==> config.mk <==
export PLATFORM = sky130hd
export DESIGN_NAME = fetch_unit
export DESIGN_NICKNAME = d
export VERILOG_FILES = /design/src/rtl/mips_pkg.sv /design/src/rtl/fetch_buf.sv /design/src/rtl/fetch_unit.sv
export SDC_FILE = /design/constraint.sdc
export NUM_CORES = 1
export LEC_CHECK = 0
export ABC_AREA = 0
export CORE_ASPECT_RATIO = 1.2
export CORE_MARGIN = 2
export CORE_UTILIZATION = 45
export DETAILED_ROUTE_END_ITERATION = 16
export DONT_BUFFER_PORTS = 1
export HOLD_SLACK_MARGIN = 0.03
export SYNTH_ARGS = -nofsm -noshare
export SYNTH_HDL_FRONTEND = slang
export SYNTH_SLANG_ARGS = --single-unit
==> constraint.sdc <==
create_clock -name clk -period 10.3 [get_ports clk]
set_input_delay 2.575 -clock clk [delete_from_list [all_inputs] [get_ports clk]]
set_output_delay 2.575 -clock clk [all_outputs]
set_load 0.02 [all_outputs]
==> src/rtl/mips_pkg.sv <==
// Shared types and defaults for the instruction-fetch front end.
package mips_pkg;

    localparam int          FIFO_DEPTH_DEFAULT   = 2;
    localparam logic [31:0] RESET_VECTOR_DEFAULT = 32'h0000_0000;

    typedef enum logic [1:0] {
        IDLE    = 2'd0,
        FETCH   = 2'd1,
        HOLD    = 2'd2,
        DISCARD = 2'd3
    } fetch_state_t;

    typedef struct packed {
        logic [31:0] pc;
        logic [31:0] instr;
    } fetch_entry_t;

endpackage

==> src/rtl/fetch_buf.sv <==
// Two-entry in-order buffer of fetched {pc, instruction} pairs; flush wins over push/pop.
module fetch_buf
    import mips_pkg::*;
#(
    parameter int DEPTH = FIFO_DEPTH_DEFAULT
) (
    input  logic         clk,
    input  logic         reset,
    input  logic         push,
    input  logic         pop,
    input  logic         flush,
    input  fetch_entry_t push_data,
    output logic         full,
    output logic         empty,
    output fetch_entry_t head
);

    logic [1:0]   count_reg;
    logic         wr_ptr_reg;
    logic         rd_ptr_reg;
    logic         do_push;
    logic         do_pop;
    fetch_entry_t entry_q [2];

    assign full    = (count_reg == 2'(DEPTH));
    assign empty   = (count_reg == 2'd0);
    assign do_push = push && !full && !flush;
    assign do_pop  = pop && !empty && !flush;

    generate
        for (genvar gi = 0; gi < 2; gi++) begin : g_slot
            fetch_entry_t entry_reg;
            always_ff @(posedge clk or posedge reset) begin
                if (reset) begin
                    entry_reg <= '0;
                end else if (do_push && (wr_ptr_reg == 1'(gi))) begin
                    entry_reg <= push_data;
                end
            end
            assign entry_q[gi] = entry_reg;
        end
    endgenerate

    always_ff @(posedge clk or posedge reset) begin
        if (reset) begin
            count_reg  <= 2'd0;
            wr_ptr_reg <= 1'b0;
            rd_ptr_reg <= 1'b0;
        end else if (flush) begin
            count_reg  <= 2'd0;
            wr_ptr_reg <= 1'b0;
            rd_ptr_reg <= 1'b0;
        end else begin
            if (do_push) wr_ptr_reg <= ~wr_ptr_reg;
            if (do_pop)  rd_ptr_reg <= ~rd_ptr_reg;
            count_reg <= count_reg + {1'b0, do_push} - {1'b0, do_pop};
        end
    end

    assign head = entry_q[rd_ptr_reg];

endmodule

==> src/rtl/fetch_unit.sv <==
// Instruction fetch: drives the PC register, issues memory requests, and
// buffers responses for decode, dropping responses made stale by a branch.
module fetch_unit
    import mips_pkg::*;
#(
    parameter int          FIFO_DEPTH   = FIFO_DEPTH_DEFAULT,
    parameter logic [31:0] RESET_VECTOR = RESET_VECTOR_DEFAULT
) (
    input  logic        clk,
    input  logic        reset,
    input  logic [31:0] pc,
    output logic [31:0] next,
    input  logic        branch_taken,
    input  logic [31:0] branch_target,
    output logic        imem_req,
    output logic [31:0] imem_addr,
    input  logic        imem_ack,
    input  logic [31:0] imem_rdata,
    output logic        if_valid,
    output logic [31:0] if_instr,
    output logic [31:0] if_pc,
    input  logic        id_ready
);

    fetch_state_t state_reg;
    logic [31:0]  req_addr_reg;
    logic         accept;
    logic         pop;
    logic         full;
    logic         empty;
    fetch_entry_t head;
    fetch_entry_t push_data;

    // A response is kept only when it lands in FETCH and no redirect is in flight.
    assign accept    = (state_reg == FETCH) && imem_ack && !branch_taken;
    assign pop       = !empty && id_ready && !branch_taken;
    assign push_data = '{pc: req_addr_reg, instr: imem_rdata};

    fetch_buf #(.DEPTH(FIFO_DEPTH)) u_buf (
        .clk       (clk),
        .reset     (reset),
        .push      (accept),
        .pop       (pop),
        .flush     (branch_taken),
        .push_data (push_data),
        .full      (full),
        .empty     (empty),
        .head      (head)
    );

    always_comb begin
        next = pc;
        if (branch_taken) begin
            next = branch_target;
        end else if (accept) begin
            next = req_addr_reg + 32'd4;
        end
    end

    always_ff @(posedge clk or posedge reset) begin
        if (reset) begin
            state_reg    <= IDLE;
            req_addr_reg <= RESET_VECTOR;
        end else begin
            case (state_reg)
                IDLE: begin
                    state_reg    <= FETCH;
                    req_addr_reg <= branch_taken ? branch_target : pc;
                end
                FETCH: begin
                    if (branch_taken) begin
                        if (imem_ack) begin
                            req_addr_reg <= branch_target;
                        end else begin
                            state_reg <= DISCARD;
                        end
                    end else if (imem_ack) begin
                        // FETCH only runs with occupancy <= 1, so room remains unless it was 1 with no pop.
                        if (empty || pop) begin
                            req_addr_reg <= req_addr_reg + 32'd4;
                        end else begin
                            state_reg <= HOLD;
                        end
                    end
                end
                HOLD: begin
                    if (branch_taken) begin
                        state_reg    <= FETCH;
                        req_addr_reg <= branch_target;
                    end else if (!full || pop) begin
                        state_reg    <= FETCH;
                        req_addr_reg <= pc;
                    end
                end
                DISCARD: begin
                    if (imem_ack) begin
                        state_reg    <= FETCH;
                        req_addr_reg <= branch_taken ? branch_target : pc;
                    end
                end
                default: begin
                    state_reg <= IDLE;
                end
            endcase
        end
    end

    assign imem_req  = (state_reg == FETCH) || (state_reg == DISCARD);
    assign imem_addr = req_addr_reg;
    assign if_valid  = !empty;
    assign if_instr  = head.instr;
    assign if_pc     = head.pc;

endmodule

==> After elaboration in Yosys (flattened, before gate mapping) <==
Index checks and enable logic that the tools add are counted.
{ "totals": {"reg_bits": 166, "latchBits": 0, "ramBits": 0, "mem_bits_ro": 0, "input_bits": 101, "mem_count": 0} }
{ "classes": {"n_addsub": 3, "multipliers": 0, "div": 0, "n_lt_le_gt_ge": 1, "n_eq_ne": 11, "n_shift": 0, "mux": 27, "bitwise": 3, "n_reduce_logical": 22} }
{ "op_table": {"columns": ["op", "count"], "rows": [
  ["2-to-1 mux 32 bit", 10],
  ["2-to-1 mux 64 bit", 3],
  ["case mux 32 bit (4 select lines)", 1],
  ["adder 32 x 3 -> 32 bit (second input constant)", 1],
  ["2-to-1 mux 2 bit", 8],
  ["!= test 3 bit (second input constant)", 4],
  ["logical AND 1 bit", 10],
  ["case mux 2 bit (4 select lines)", 1],
  ["equality test 2 bit (second input constant)", 3],
  ["AND reduction 5 bit", 1],
  ["logical NOT 2 bit", 2],
  ["2-to-1 mux 1 bit", 4],
  ["!= test 2 bit (second input constant)", 2],
  ["AND reduction 4 bit", 1],
  ["nonzero test 2 bit", 2],
  ["logical NOT 1 bit", 3],
  ["logical OR 1 bit", 3],
  ["!= test 3 x 2 -> 1 bit (second input constant)", 1],
  ["adder 2 x 1 -> 2 bit", 1],
  ["equality test 2 x 1 -> 1 bit (second input constant)", 1],
  ["greater-or-equal comparator 2 bit (second input constant)", 1],
  ["NOT 1 bit", 2],
  ["NOT 1 -> 2 bit", 1],
  ["subtractor 2 x 1 -> 2 bit", 1]
]} }

==> Depth between registers and ports, before layout <==
Gate-level depths: netlist of run 1.
{ "logic_depth": {"depth_word": 9, "ltp_mapped": 9, "depth_no_buf": 8} }

==> Hierarchy <==
Synthesis of run 1 repeated with hierarchy kept, for this count alone.
{ "hier_totals": {"hier_cells": 796, "hier_area_um2": 9325.2} }
{ "modules_own_cells": {"columns": ["mod", "n_inst", "cells_per_inst", "area_per_inst_um2", "seq_area_each_um2"], "rows": [
  ["fetch_buf", 1, 366, 6087.1, 3303.2],
  ["fetch_unit", 1, 430, 3238.1, 850.8]
]} }

==> Least setup slack after synthesis of run 1 <==
Ideal clock, no wire load.
{ "synth_timing": {"kind": "in2out", "startpoint": "input port branch_taken", "endpoint": "output port next[25]", "arrival_ps": 3757, "required_ps": 7725, "slack_ps": 3968, "path_stages": 5, "n_path_buf": 3, "cell_sequence": "clkbuf_1 clkbuf_1 buf_1 a22oi_1 o21ai_0"} }
{ "synth_via": {"elab_chain_cells": 4} }
{ "synth_lines": {"columns": ["item", "line_no", "rtl"], "rows": [
  ["start, declared", "fetch_unit.sv:13", "input logic branch_taken,"],
  ["logical NOT 1 bit", "fetch_unit.sv:35", "assign accept = (state_reg == FETCH) && imem_ack && !branch_taken;"],
  ["logical AND 1 bit", "fetch_unit.sv:35", null],
  ["2-to-1 mux 32 bit", "fetch_unit.sv:55", "end else if (accept) begin"],
  ["2-to-1 mux 32 bit (*)", "fetch_unit.sv:53", "if (branch_taken) begin"],
  ["end, declared", "fetch_unit.sv:12", "output logic [31:0] next,"]
]} }
Every way passes the cells marked *; elsewhere a longest branch is shown, timed or not.

==> Final worst setup path of run 1 <==
{ "layout_timing": {"startpoint": "input port branch_taken", "endpoint": "output port next[31]"} }
Same word-level chain as after synthesis.

==> out/metrics.csv, run 1 <==
metric,value,unit
later-pin clock latency in the skew report,0.43,ns
Vias per Instance,6.10,
share of cells above drive strength 1,32.1,%
Crit. End Element,output pin,
Clock Path Buffers,2,
GRT Total Usage,22.2,%
RR Startpoint,state_reg[0],
Crit Path Class,in2out,
Syn-to-layout area delta,8.38,%
CP endpoint,next[31],
drt first pass iters,5,
first-pass GRT wire length,36000,microns
Static Leak,4.02,nW
VDD IR max,0.115,mV
"Cell Area, Synth",8900,sq um
vias in the first global route,6302,
Post-CTS Setup Bufs,0,
"Reg clk slew, reported paths",0.07,ns
"EDFF count, synth",0,
antenna-violating nets left,0,
DIE AREA,20900,sq um
# nets final,848,
Synth area leaders,"dfrtp_1, mux2_2, a22oi_1",
R2R cell count,5,
Final period util,66.5,%
status,completed,
most used flip-flop cell after synthesis,dfrtp_1,
routability cong.,0.800,
dpl hpwl,15900,microns
DRT iter0 DRCs,322,
syn_area_per_cell,11.5,sq um
CP Max Fanout,76,
total core area,19500,sq um
residual DRC count,0,
final WL,23400,microns
register-to-register path setup slack,6.59,ns
register area share after synthesis,46.7,%
Worst Path Arrival,4.28,ns
synth warn,0,
Post-Syn Nets,875,
max reg flops,128,
commonest cells in the netlist,"mux2_2, dfrtp_1, o21ai_0",
Async SR Flop Fraction,100,%
# rows,56,
CP startpoint,branch_taken,
crit path launch type,primary input,
Worst Hold Launch,u_buf.entry_q[118],
final core utilization,49.5,%
vias,6213,
largest net degree at the start of global routing,98,
Port Buffers,0,
Max Freq,0.146,GHz
Final setup viols,0,
CTS root buf,clkbuf_16,
PD cells,258,nW/um^2
required time worst endpoint,7.73,ns
"Remaining Overflow, GRT",0,
Post-Route Skew,0.0125,ns
CTS sink count,166,
Initial Util,45.7,%
die height,158,microns
post-synth top area share,46.7,%
actual slew at the worst max-slew pin,1.12,ns
RSZ-0062 raised after global routing,no,
setup tns final,0,ns
I/O pins,231,
Max Slew Vio Count,0,
#FFs+latches synth,166,
Yosys top cell by area,dfrtp_1,
CTS H-tree depth,4,
antenna violations before repair,1,
CTS tree,yes,
Worst Hold Class,reg2reg,
Slew headroom,25.2,%
cts repair resizes,0,
R2R Path End,u_buf.entry_q[85],
Synth Instances,771,
post-route minimum period,6.85,ns
hold buffers post-CTS,0,
Max-Cap Viols,0,
"count leader, synth",mux2_2,
Synth cell types,55,
Avg WL per Cell,23.0,microns
die width,132,microns
total CTS buffers,17,
Final Hold Vio Count,0,
-- routing by layer --
layer / vias up / global-route usage [%] / share of wire, %
li1: 2791 / - / -
met1: 3143 / 27.5 / 40
met2: 245 / 37.4 / 50
met3: 34 / 6.72 / 7.9
met4: 0 / 7.01 / 2.0
met5: - / 0 / 0
-- cell type report --
cell class | count | area (sq um)
tap | 261 | 327
antenna | 1 | 2.50
timing repair buffer | 10 | 75.1
sequential | 166 | 4160
clock buffer | 18 | 439
inverter | 13 | 53.8
clock inverter | 14 | 166
multi-input combinational | 536 | 4420
fill | 1782 | 9840
-- kinds of logic (layout without fill, tap and decap cells) --
family | Yosys count | count (layout) | share of synthesized area (%)
other | 0 | 1 | 0
AND/OR/NAND/NOR | 137 | 137 | 8.54
AO/OA/AOI/OAI | 169 | 169 | 12.8
buffers and inverters | 69 | 55 | 3.70
multiplexers | 195 | 195 | 24.7
XOR/XNOR | 32 | 32 | 3.15
flip-flops | 166 | 166 | 46.7
adder cells (fa/ha/maj) | 3 | 3 | 0.422
-- critical path, cell delays in order --
cell and delay (ns):
nor3b_2 0.17, nand2_1 0.66, o211ai_1 0.85
-- through the flow --
stage	cell area (sq um)	worst slack (ns)	hold slack (ns)	std cells	power [mW]
2_1_floorplan	8900	3.23	0.454	771	1.70
3_3_place_gp	9030	3.50	0.463	986	1.81
3_5_place_dp	9030	3.44	0.476	986	1.85
4_1_cts	9640	3.44	0.492	1018	2.51
5_1_grt	9640	3.33	0.503	1018	2.62
6_report	9640	3.45	0.489	1019	2.49
-- power breakdown --
| part | internal, mW | leakage, nW | switching [mW] |
|---|---|---|---|
| registers | 0.884 | 2.07 | 0.199 |
| clock network | 0.372 | 0.297 | 0.287 |
| logic | 0.330 | 1.66 | 0.417 |
-- placed cells by master (no fill, tap or decap), types with 10 or more instances in the layout --
| master | count |
|---|---|
| xnor2_1 | 23 |
| mux2_2 | 186 |
| inv_1 | 12 |
| nand2_1 | 30 |
| clkbuf_16 | 17 |
| o21ai_0 | 50 |
| nor2_1 | 34 |
| buf_4 | 10 |
| nand3_1 | 15 |
| dfrtp_1 | 165 |
| a21oi_1 | 17 |
| a22oi_1 | 34 |
| a22o_1 | 11 |
-- how the worst min path moves through the flow --
stage	slack, ns	cells past startpoint	end
5_1_grt	0.50	1	u_buf.entry_q[73]
4_1_cts	0.49	1	u_buf.entry_q[73]
2_1_floorplan	0.45	1	u_buf.entry_q[118]
3_5_place_dp	0.48	1	u_buf.entry_q[118]
6_report	0.49	1	u_buf.entry_q[118]
3_3_place_gp	0.46	1	u_buf.entry_q[118]
No activity file was read; power rests on OpenSTA's default activity.
==> run 2, diff against run 1 <==
- clock period: 10.3 -> 5.93 ns (I/O delays scaled with it)
==> out/metrics.csv, run 2 (synthesis gave the netlist of run 1 again) <==
metric,value,unit
Final setup viols,0,
switching power,1.53,mW
share of cells above drive strength 1,33.5,%
"Remaining Overflow, GRT",0,
dpl hpwl,15800,microns
antenna violations before repair,1,
setup tns final,0,ns
crit path launch type,primary input,
first-pass GRT wire length,36600,microns
power share of the sequential group,43.8,%
R2R Path End,u_buf.entry_q[120],
power share of the combinational group,30.1,%
die height,158,microns
hold buffers post-CTS,0,
R2R cell count,5,
Final period util,82.9,%
drt first pass iters,4,
DRT iter0 DRCs,307,
total CTS buffers,17,
CTS sink count,166,
Post-CTS Setup Bufs,0,
clock power share,26.1,%
total core area,19500,sq um
routability cong.,0.824,
largest net degree at the start of global routing,167,
CTS H-tree depth,4,
Worst Hold Class,reg2reg,
vias,6236,
"Reg clk slew, reported paths",0.06,ns
antenna-violating nets left,0,
Pint,2.81,mW
Avg WL per Cell,22.6,microns
register-to-register path setup slack,1.82,ns
later-pin clock latency in the skew report,0.41,ns
Initial Util,45.7,%
CP endpoint,next[9],
CTS root buf,clkbuf_16,
I/O pins,231,
Crit. End Element,output pin,
residual DRC count,0,
Max Slew Vio Count,0,
RSZ-0062 raised after global routing,no,
Max Freq,0.203,GHz
CP Max Fanout,76,
required time worst endpoint,4.45,ns
most frequent cells in the layout,"mux2_2, dfrtp_1, o21ai_0",
max reg flops,128,
DIE AREA,20900,sq um
Clock Path Buffers,2,
CTS tree,yes,
status,completed,
VDD IR max,0.188,mV
Power Total,4.33,mW
Vias per Instance,6.00,
Max-Cap Viols,0,
GRT Total Usage,22.3,%
die width,132,microns
CP startpoint,branch_taken,
PD cells,442,nW/um^2
"most common cell after layout, fill and taps aside",mux2_2,
RR Startpoint,state_reg[0],
actual slew at the worst max-slew pin,1.21,ns
# nets final,870,
final WL,23500,microns
Worst Path Arrival,3.43,ns
vias in the first global route,6569,
Port Buffers,0,
Final Hold Vio Count,0,
Slew headroom,19.6,%
# rows,56,
post-route minimum period,4.92,ns
Static Leak,4.11,nW
Crit Path Class,in2out,
switch share,35.2,%
cts repair resizes,0,
Syn-to-layout area delta,10.3,%
Post-Route Skew,0.00965,ns
[run 2: changes by cell type in the layout (fill, tap and decap cells not counted)]
cell	delta
inv_6	-5
clkinvlp_4	+4
clkinv_8	-1
buf_12	+1
clkbuf_1	+3
clkinv_2	-2
bufinv_16	+1
buf_4	+21
inv_8	-1
[run 2: worst max-delay path, stage by stage]
cell     delay, ns
nor3b_2       0.46
nand2_1       0.82
o21ai_0       0.45
buf_4         0.20
[run 2: power groups by stage]
| stage | registers (mW) | logic, mW | clock network [mW] |
|---|---|---|---|
| floorplan | 1.77 | 1.17 | 0 |
| global placement | 1.88 | 1.28 | 0 |
| detailed placement | 1.92 | 1.31 | 0 |
| CTS | 1.90 | 1.32 | 1.16 |
| global route | 1.96 | 1.40 | 1.21 |
| finish | 1.90 | 1.30 | 1.13 |
[run 2: through the flow]
step | cells | setup slack, ns | area [sq um] | utilization (%) | hold slack [ns]
6_report | 1040 | 1.01 | 9810 | 50.4 | 0.485
5_1_grt | 1039 | 0.866 | 9810 | 50.3 | 0.508
4_1_cts | 1039 | 1.02 | 9810 | 50.3 | 0.489
3_5_place_dp | 1008 | 1.01 | 9210 | 47.3 | 0.474
3_3_place_gp | 1008 | 1.16 | 9210 | 47.3 | 0.462
2_1_floorplan | 771 | 1.78 | 8900 | - | 0.454
[run 2: how the worst min path moves through the flow]
stage / start / endpoint / slack, ns / depth (start not counted)
2_1_floorplan: u_buf.entry_q[118] / u_buf.entry_q[118] / 0.45 / 1
3_3_place_gp: u_buf.entry_q[73] / u_buf.entry_q[73] / 0.46 / 1
3_5_place_dp: u_buf.entry_q[82] / u_buf.entry_q[82] / 0.47 / 1
4_1_cts: u_buf.entry_q[82] / u_buf.entry_q[82] / 0.49 / 1
5_1_grt: u_buf.entry_q[84] / u_buf.entry_q[84] / 0.51 / 1
6_report: u_buf.entry_q[82] / u_buf.entry_q[82] / 0.48 / 1
[run 2: per-layer routing]
layer | track usage, % | part of all wire [%]
met5 | 0 | 0
met4 | 6.61 | 1.7
met3 | 6.69 | 7.4
met2 | 38.9 | 50
met1 | 26.8 | 41
[run 2: area by class of cell]
type	count	area, sq um
Antenna cell	1	2.50
Clock buffer	21	450
Clock inverter	10	146
Fill cell	1773	9670
Inverter	13	52.6
Multi-Input combinational cell	536	4420
Sequential cell	166	4160
Tap cell	261	327
Timing Repair Buffer	32	253
